$ cat src/rtl/res0_event_capture.sv
// -----------------------------------------------------------------------------
// res0_event_capture
//
// Purpose:
//   Watches the four RES0 pins coming from the upstream pass-through stage.
//   It brings them into the UserCLK domain with a two-flop synchroniser and
//   detects edges on the bits that are enabled. Each detected edge is queued
//   in a small FIFO as a {pin snapshot, timestamp} pair. The timestamp comes
//   from a free-running counter. A consumer drains the FIFO with a
//   valid/ready handshake.
//
// Parameters:
//   DEPTH  FIFO entries. Must be a power of two in the range 2..16, so that
//          the pointers wrap naturally at their bit width.
//   TS_W   Timestamp width in bits.
//
// Ports:
//   UserCLK    single clock; all state changes on its rising edge
//   RESETn     asynchronous, active-low reset
//   res_in     raw RES0 pins; asynchronous to UserCLK
//   en         capture enable
//   mask       per-bit event enable
//   clr_ovf    clears the sticky overflow flag
//   evt_ready  consumer accepts the head entry
//   evt_valid  FIFO non-empty
//   evt_data   head entry pin snapshot
//   evt_ts     head entry timestamp
//   evt_count  current occupancy (0..DEPTH)
//   overflow   sticky: an event was dropped because the FIFO was full
// -----------------------------------------------------------------------------
module res0_event_capture #(
    parameter int DEPTH = 4,
    parameter int TS_W  = 12
) (
    input  logic                     UserCLK,
    input  logic                     RESETn,
    input  logic [3:0]               res_in,
    input  logic                     en,
    input  logic [3:0]               mask,
    input  logic                     clr_ovf,
    input  logic                     evt_ready,
    output logic                     evt_valid,
    output logic [3:0]               evt_data,
    output logic [TS_W-1:0]          evt_ts,
    output logic [$clog2(DEPTH):0]   evt_count,
    output logic                     overflow
);

    localparam int PTR_W = $clog2(DEPTH);
    localparam int CNT_W = PTR_W + 1;

    typedef struct packed {
        logic [3:0]      data;
        logic [TS_W-1:0] ts;
    } entry_t;

    // Synchroniser chain and edge-detect history
    logic [3:0]       s1;
    logic [3:0]       s2;
    logic [3:0]       prev;

    // Free-running timestamp
    logic [TS_W-1:0]  ts;

    // FIFO storage and bookkeeping
    entry_t           mem [DEPTH];
    logic [PTR_W-1:0] wr_ptr;
    logic [PTR_W-1:0] rd_ptr;
    logic [CNT_W-1:0] count;

    // Per-cycle control
    logic             detect;
    logic             full;
    logic             pop;
    logic             push_ok;
    logic             drop;

    // -------------------------------------------------------------------------
    // Synchroniser and timestamp counter.
    // The chain runs whether or not capture is enabled. A pin change that
    // happens while en=0 has therefore left the s2/prev window by the time
    // en rises, so it cannot produce an event later.
    // -------------------------------------------------------------------------
    // NOTE: sequential state uses non-blocking assignments, so every flop
    // samples the values from before the edge. With blocking assignments,
    // s2 would see the new s1 and the synchroniser would collapse to one stage.
    always_ff @(posedge UserCLK or negedge RESETn) begin
        if (!RESETn) begin
            s1   <= '0;
            s2   <= '0;
            prev <= '0;
            ts   <= '0;
        end else begin
            s1   <= res_in;
            s2   <= s1;
            prev <= s2;
            ts   <= ts + TS_W'(1);
        end
    end

    // -------------------------------------------------------------------------
    // Event detection and FIFO control.
    // When the FIFO is full, a push in the same cycle as a pop is accepted:
    // the pop frees the slot at the same edge. A push with no pop is dropped.
    // -------------------------------------------------------------------------
    // NOTE: each signal gets a default at the top of the block. This means no
    // path through the block can leave a signal unassigned, so no latch can
    // be inferred.
    always_comb begin
        detect  = 1'b0;
        full    = 1'b0;
        pop     = 1'b0;
        push_ok = 1'b0;
        drop    = 1'b0;

        detect  = en && (((s2 ^ prev) & mask) != 4'b0000);
        full    = (count == CNT_W'(DEPTH));
        pop     = (count != '0) && evt_ready;
        push_ok = detect && (!full || pop);
        drop    = detect && full && !pop;
    end

    // -------------------------------------------------------------------------
    // FIFO state: pointers, occupancy, storage, sticky overflow.
    // -------------------------------------------------------------------------
    // NOTE: the storage array is reset along with the pointers. This keeps
    // evt_data/evt_ts at 0 during reset and X-free when the FIFO is empty.
    // That behaviour is needed here; at this depth it is cheap.
    always_ff @(posedge UserCLK or negedge RESETn) begin
        if (!RESETn) begin
            wr_ptr   <= '0;
            rd_ptr   <= '0;
            count    <= '0;
            overflow <= 1'b0;
            for (int i = 0; i < DEPTH; i++) begin
                mem[i] <= '0;
            end
        end else begin
            if (push_ok) begin
                mem[wr_ptr] <= '{data: s2, ts: ts};
                wr_ptr      <= wr_ptr + PTR_W'(1);
            end
            if (pop) begin
                rd_ptr <= rd_ptr + PTR_W'(1);
            end

            case ({push_ok, pop})
                2'b10:   count <= count + CNT_W'(1);
                2'b01:   count <= count - CNT_W'(1);
                default: count <= count;
            endcase

            // A drop in the same cycle as a clear wins, so no dropped event
            // goes unreported.
            if (drop) begin
                overflow <= 1'b1;
            end else if (clr_ovf) begin
                overflow <= 1'b0;
            end
        end
    end

    // -------------------------------------------------------------------------
    // Head-of-queue outputs. There is no bypass path: a newly pushed entry
    // appears only after it has been written into the array.
    // -------------------------------------------------------------------------
    assign evt_valid = (count != '0);
    assign evt_count = count;
    assign evt_data  = mem[rd_ptr].data;
    assign evt_ts    = mem[rd_ptr].ts;

endmodule

$ cat config.mk
export PLATFORM = sky130hd
export DESIGN_NAME = res0_event_capture
export DESIGN_NICKNAME = d
export VERILOG_FILES = /design/src/rtl/res0_event_capture.sv
export SDC_FILE = /design/constraint.sdc
export NUM_CORES = 1
export LEC_CHECK = 0
export CAP_MARGIN = 10
export CORE_MARGIN = 2
export CORE_UTILIZATION = 50
export CTS_CLUSTER_SIZE = 10
export DETAILED_ROUTE_END_ITERATION = 6
export PLACE_DENSITY = 0.7
export SYNTH_ARGS = -nofsm -noshare
export SYNTH_HDL_FRONTEND = slang
export SYNTH_SLANG_ARGS = --single-unit
$ cat constraint.sdc
create_clock -name UserCLK -period 7.08 [get_ports UserCLK]
set_input_delay 1.062 -clock UserCLK [delete_from_list [all_inputs] [get_ports UserCLK]]
set_output_delay 1.062 -clock UserCLK [all_outputs]
set_load 0.01 [all_outputs]
==> impl_metrics.json, run 1 <==
{
  "rsz0062_at_grt": "false",
  "num_rows": 33,
  "final_nets": 315,
  "hold_path.class": "reg2reg",
  "cp_slowest_cell": "dfrtp_1",
  "die_h_um": 96.92,
  "synth_common_cells": "dfrtp_1, mux2_4, mux2_2, mux4_2, xor2_1",
  "p_per_area_mw_per_mm2": 368.0,
  "synth_nets": 278,
  "hpwl_mm": 4.570,
  "fin_util": 0.5902,
  "wl_per_cell_um": 18.11,
  "cp.arrival_ns": 2.35,
  "drt-total-wl_mm": 7.334,
  "synthArstFlopShare": 1.000,
  "max-vdd-ir-drop_v": 0.0001991,
  "timing.critical_path.from": "rd_ptr[0]",
  "die_area_mm2": 0.009393,
  "route.detailed.drc": 0,
  "critPathLaunchType": "register",
  "synth.distinct_cells": 29,
  "setup_viol": 0,
  "num_antenna_cells": 0,
  "cts_made_buffers": 9,
  "reg2reg_depth": 10,
  "cts.hold.buffers_added": 0,
  "drt_first_pass_iters": 4,
  "tightest_slew_ns": 0.8985,
  "path_max_fanout": 12,
  "clock.fmax_mhz": 293.4,
  "timing.rr.end": "evt_count[2]",
  "stdcell_count": 405,
  "grt_pass1_vias": 2376,
  "critPathMaxStageDelay_ns": 0.57,
  "rr_startpoint": "evt_count[0]",
  "core-area_mm2": 0.008299,
  "dp_cells": 389,
  "area_growth_pct": 13.48,
  "gr-total-overflow": 0,
  "drt-vias-per-instance": 5.321,
  "grt_max_degree": 52,
  "drt_iter0_markers": 96,
  "post_cts_resized": 0,
  "maxSlewViolCount": 0,
  "clock_sinks": 96,
  "ant_nets": 0,
  "tns_ns": 0,
  "worstPathCellList": "buf_4 > mux4_2 > clkdlybuf4s50_1",
  "synth.most_common_cell": "dfrtp_1",
  "clock_latency_ns": 0.36,
  "drv_cap": 0,
  "clk_pin_slew_ns": 0.09,
  "start_util": 0.5201,
  "cts_root_buf": "clkbuf_8",
  "postCtsSetupRepairBufs": 0,
  "die_x_um": 96.92,
  "r2r_slack_ns": 4.60,
  "antenna_found_initial": 0,
  "hold_viol": 0,
  "htree_levels": 3,
  "fin_crit_sh": 0.4814,
  "grt_pass1_wl_mm": 12.63,
  "synth_seq_cells": 96,
  "syn_avg_cell_area_um2": 16.73,
  "status": "finished, final reports clean",
  "min_period_ns": 3.408,
  "yosysSeqAreaShare": 0.5565,
  "total_power_mw": 1.803,
  "crit_type": "reg2out",
  "synth_top_area_frac": 0.5565,
  "synth-main-ff-cell": "dfrtp_1",
  "leakage_nw": 2.185,
  "synth_area_leaders": "dfrtp_1, mux2_4, mux4_2, mux2_2, xor2_1",
  "place.port_buffers": 33,
  "synth_area_mm2": 0.004317,
  "timing.slew.headroom": 0.4010,
  "skew_ns": 0.008627,
  "drive_gt1_frac": 0.3567,
  "worstPathRequired_ns": 6.02,
  "clockBufferDepth": 2,
  "synth_enable_flop_cells": 0,
  "cp-endpoint": "evt_ts[3]",
  "vias": 2155,
  "track_usage": 0.1719,
  "end_kind": "output pin",
  "place_congestion": 0.6730,
  "ys_warn_count": 0,
  "synth_top_area_cell": "dfrtp_1",
  "synth_cells": 258,
  "cts_tree": "done",
  "io_pins": 34
}
worst min path at each step:
stage          startpoint    end  slack [ns]  cells past startpoint
2_1_floorplan       s1[0]  s2[0]        0.33                      0
3_3_place_gp        s1[3]  s2[3]        0.33                      0
3_5_place_dp        s1[3]  s2[3]        0.34                      0
4_1_cts             s1[0]  s2[0]        0.36                      0
5_1_grt             s1[1]  s2[1]        0.37                      0
6_report            s1[0]  s2[0]        0.35                      0
through the flow:
stage          worst slack, ns  hold WS (ns)  instance area (µm²)
6_report                 3.672        0.3536                 4898
4_1_cts                  3.599        0.3575                 4898
2_1_floorplan            4.158        0.3312                 4317
3_3_place_gp             3.634        0.3323                 4706
3_5_place_dp             3.594        0.3403                 4706
5_1_grt                  3.522        0.3657                 4898
routing by layer:
metal	routed length, µm	up-vias	GRT usage
li1	-	986	-
met1	3722	1130	0.2491
met2	3316	29	0.2532
met3	177	10	0.03757
met4	117	0	0.07151
met5	0	-	0
sequential cells by signal (all words and copies together) (netlist names):
name	flops
prev	4
ts	12
evt_count	3
rd_ptr	2
mem	64
s2	4
overflow	1
wr_ptr	2
s1	4
cell families (layout without fill, tap and decap cells):
kind of cell             after synthesis  count (layout)  share of synthesized area
AO/OA/AOI/OAI                          8               8                    0.02840
XOR/XNOR                              20              20                    0.04058
adder cells (fa/ha/maj)                7               7                    0.02203
buffers and inverters                 19              61                    0.02841
flip-flops                            96              96                     0.5565
multiplexers                          82              82                     0.2901
AND/OR/NAND/NOR                       26              26                    0.03391
layout by cell type (no fill, tap or decap), types with 2 or more instances in the layout:
master	synthesis	routed
a22oi_4	2	2
mux2_1	3	3
mux2_2	22	22
nor2_1	4	4
clkinv_4	0	2
nand3_1	3	3
xor2_1	11	11
and3_1	2	2
ha_1	6	6
clkinv_2	0	2
clkbuf_8	0	12
clkdlybuf4s50_1	0	32
nand2_1	8	8
mux4_2	16	16
mux2_4	40	40
a21oi_4	4	4
inv_1	10	10
dfrtp_1	96	96
nand3_2	4	4
buf_4	0	3
xnor2_1	9	9
critical path, delay by kind of cell (launching register included):
family	cells	cell delay [ns]
buffers and inverters	2	0.86
DFF	1	0.57
muxes	1	0.56
final cells by class:
type	count	area (µm²)
Sequential cell	96	2402
Clock buffer	12	165.2
Inverter	10	37.54
Clock inverter	4	27.53
Timing Repair Buffer	35	342.8
Fill cell	628	3401
Tap cell	105	131.4
Multi-Input combinational cell	143	1792
power breakdown:
part | internal [mW] | switching [mW]
clock network | 0.157 | 0.189
registers | 0.687 | 0.108
logic | 0.419 | 0.243
total | 1.26 | 0.540
(Power assumes the default switching activity.)
==> run 2: changes to the inputs <==
Clock period 7.08 ns to 3.4 ns, I/O delays scaled along.
==> impl_metrics.json, run 2 (same netlist as run 1, synthesis figures left out) <==
{
  "status": "finished, final reports clean",
  "cp.buffers_inverters": 2,
  "clock_sinks": 96,
  "wl_per_cell_um": 17.67,
  "htree_levels": 3,
  "top_register": "mem",
  "gr-total-overflow": 0,
  "final_area_mm2": 0.005026,
  "ant_nets": 0,
  "place_area_mm2": 0.004758,
  "drt-vias-per-instance": 5.381,
  "cts.hold.buffers_added": 0,
  "tns_ns": 0,
  "track_usage": 0.1671,
  "area_growth_pct": 16.43,
  "timing.rr.end": "evt_count[2]",
  "cts_tree": "done",
  "route.detailed.drc": 0,
  "maxSlewViolCount": 0,
  "clock_latency_ns": 0.36,
  "clockBufferDepth": 2,
  "skew_ns": 0.007471,
  "dp_cells": 396,
  "final_common_cell": "dfrtp_1",
  "hpwl_mm": 4.605,
  "die_h_um": 96.92,
  "post_cts_resized": 0,
  "drt_iter0_markers": 61,
  "drt_first_pass_iters": 4,
  "setup_viol": 0,
  "largest_reg_flops": 64,
  "drt-total-wl_mm": 7.281,
  "critPathMaxStageDelay_ns": 0.58,
  "worstPathRequired_ns": 2.89,
  "clk_pin_slew_ns": 0.09,
  "min_period_ns": 2.778,
  "place_congestion": 0.7107,
  "fin_util": 0.6056,
  "final_nets": 322,
  "timing.slew.headroom": 0.5391,
  "grt_max_degree": 56,
  "place.port_buffers": 33,
  "drive_gt1_frac": 0.3713,
  "cp.arrival_ns": 2.27,
  "core-area_mm2": 0.008299,
  "die_area_mm2": 0.009393,
  "io_pins": 34,
  "tightest_slew_ns": 0.6914,
  "die_x_um": 96.92,
  "stdcell_count": 412,
  "start_util": 0.5201,
  "rr_startpoint": "evt_count[0]",
  "hold_path.class": "in2async",
  "cts_root_buf": "clkbuf_8",
  "grt_pass1_vias": 2377,
  "r2r_slack_ns": 0.90,
  "antenna_found_initial": 0,
  "grt_pass1_wl_mm": 12.34,
  "path_max_fanout": 8,
  "hold_viol": 0,
  "rsz0062_at_grt": "false",
  "critPathLaunchType": "register",
  "cts_made_buffers": 9,
  "crit_type": "reg2out",
  "cp_slowest_cell": "dfrtp_1",
  "fin_crit_sh": 0.8169,
  "reg_top3": "mem (64), ts (12)",
  "postCtsSetupRepairBufs": 0,
  "end_kind": "output pin",
  "p_per_area_mw_per_mm2": 798.4,
  "max-vdd-ir-drop_v": 0.0004590,
  "num_antenna_cells": 0,
  "crit_family": "buffers and inverters",
  "worstPathCellList": "buf_4 > mux4_2 > clkdlybuf4s50_1",
  "num_rows": 33,
  "vias": 2217,
  "leakage_nw": 2.244,
  "clock.fmax_mhz": 360.0,
  "final_cell_mix": "dfrtp_1, mux2_4, clkdlybuf4s50_1",
  "reg2reg_depth": 10,
  "drv_cap": 0
}
==> run 2: cell types whose count changed in the layout (fill, tap and decap cells not counted) <==
cell,previous run,this run
clkbuf_8,12,9
clkinvlp_4,0,2
clkinv_4,2,1
buf_4,3,10
clkinv_2,2,0
bufinv_16,0,4
==> run 2: area by class of cell <==
class,count,area (µm²)
repair buffers,42,395.4
clock inverters,7,143.9
flip-flops and latches,96,2402
multi-input cells,143,1792
well taps,105,131.4
clock buffers,9,123.9
fillers,638,3273
inverters,10,37.54
==> run 2: report_power, final <==
part / switching, mW / total [mW] / internal, mW
clock: 0.392 / 0.955 / 0.563
combinational: 0.529 / 1.42 / 0.893
sequential: 0.205 / 1.64 / 1.43
total: 1.13 / 4.01 / 2.89
==> run 2: worst max-delay path by stage <==
stage | start | endpoint | slack [ns] | depth (start not counted)
after global placement | evt_ready | evt_count[2] | 0.50 | 11
after global routing | rd_ptr[0] | evt_data[0] | 0.49 | 3
final | rd_ptr[0] | evt_ts[11] | 0.62 | 3
after CTS | rd_ptr[0] | evt_data[0] | 0.57 | 3
after floorplan | evt_ready | evt_count[2] | 1.03 | 11
after detailed placement | evt_ready | evt_count[2] | 0.46 | 11
==> run 2: stage by stage <==
stage                     hold slack [ns]  worst slack [ns]  power, mW
after floorplan                    0.2144             1.030      2.588
after global placement             0.3337            0.5013      3.072
final                              0.1868            0.6224      4.013
after CTS                          0.2090            0.5681      4.076
after global routing               0.2350            0.4930      4.246
after detailed placement           0.3347            0.4573      3.098
==> run 2: metal layers <==
| layer | GRT usage | vias to the layer above | share of wire |
|---|---|---|---|
| met5 | 0 | - | 0 |
| met2 | 0.2601 | 28 | 0.49 |
| met1 | 0.2329 | 1173 | 0.47 |
| met4 | 0.05200 | 0 | 0.013 |
| li1 | - | 1007 | - |
| met3 | 0.04263 | 9 | 0.025 |
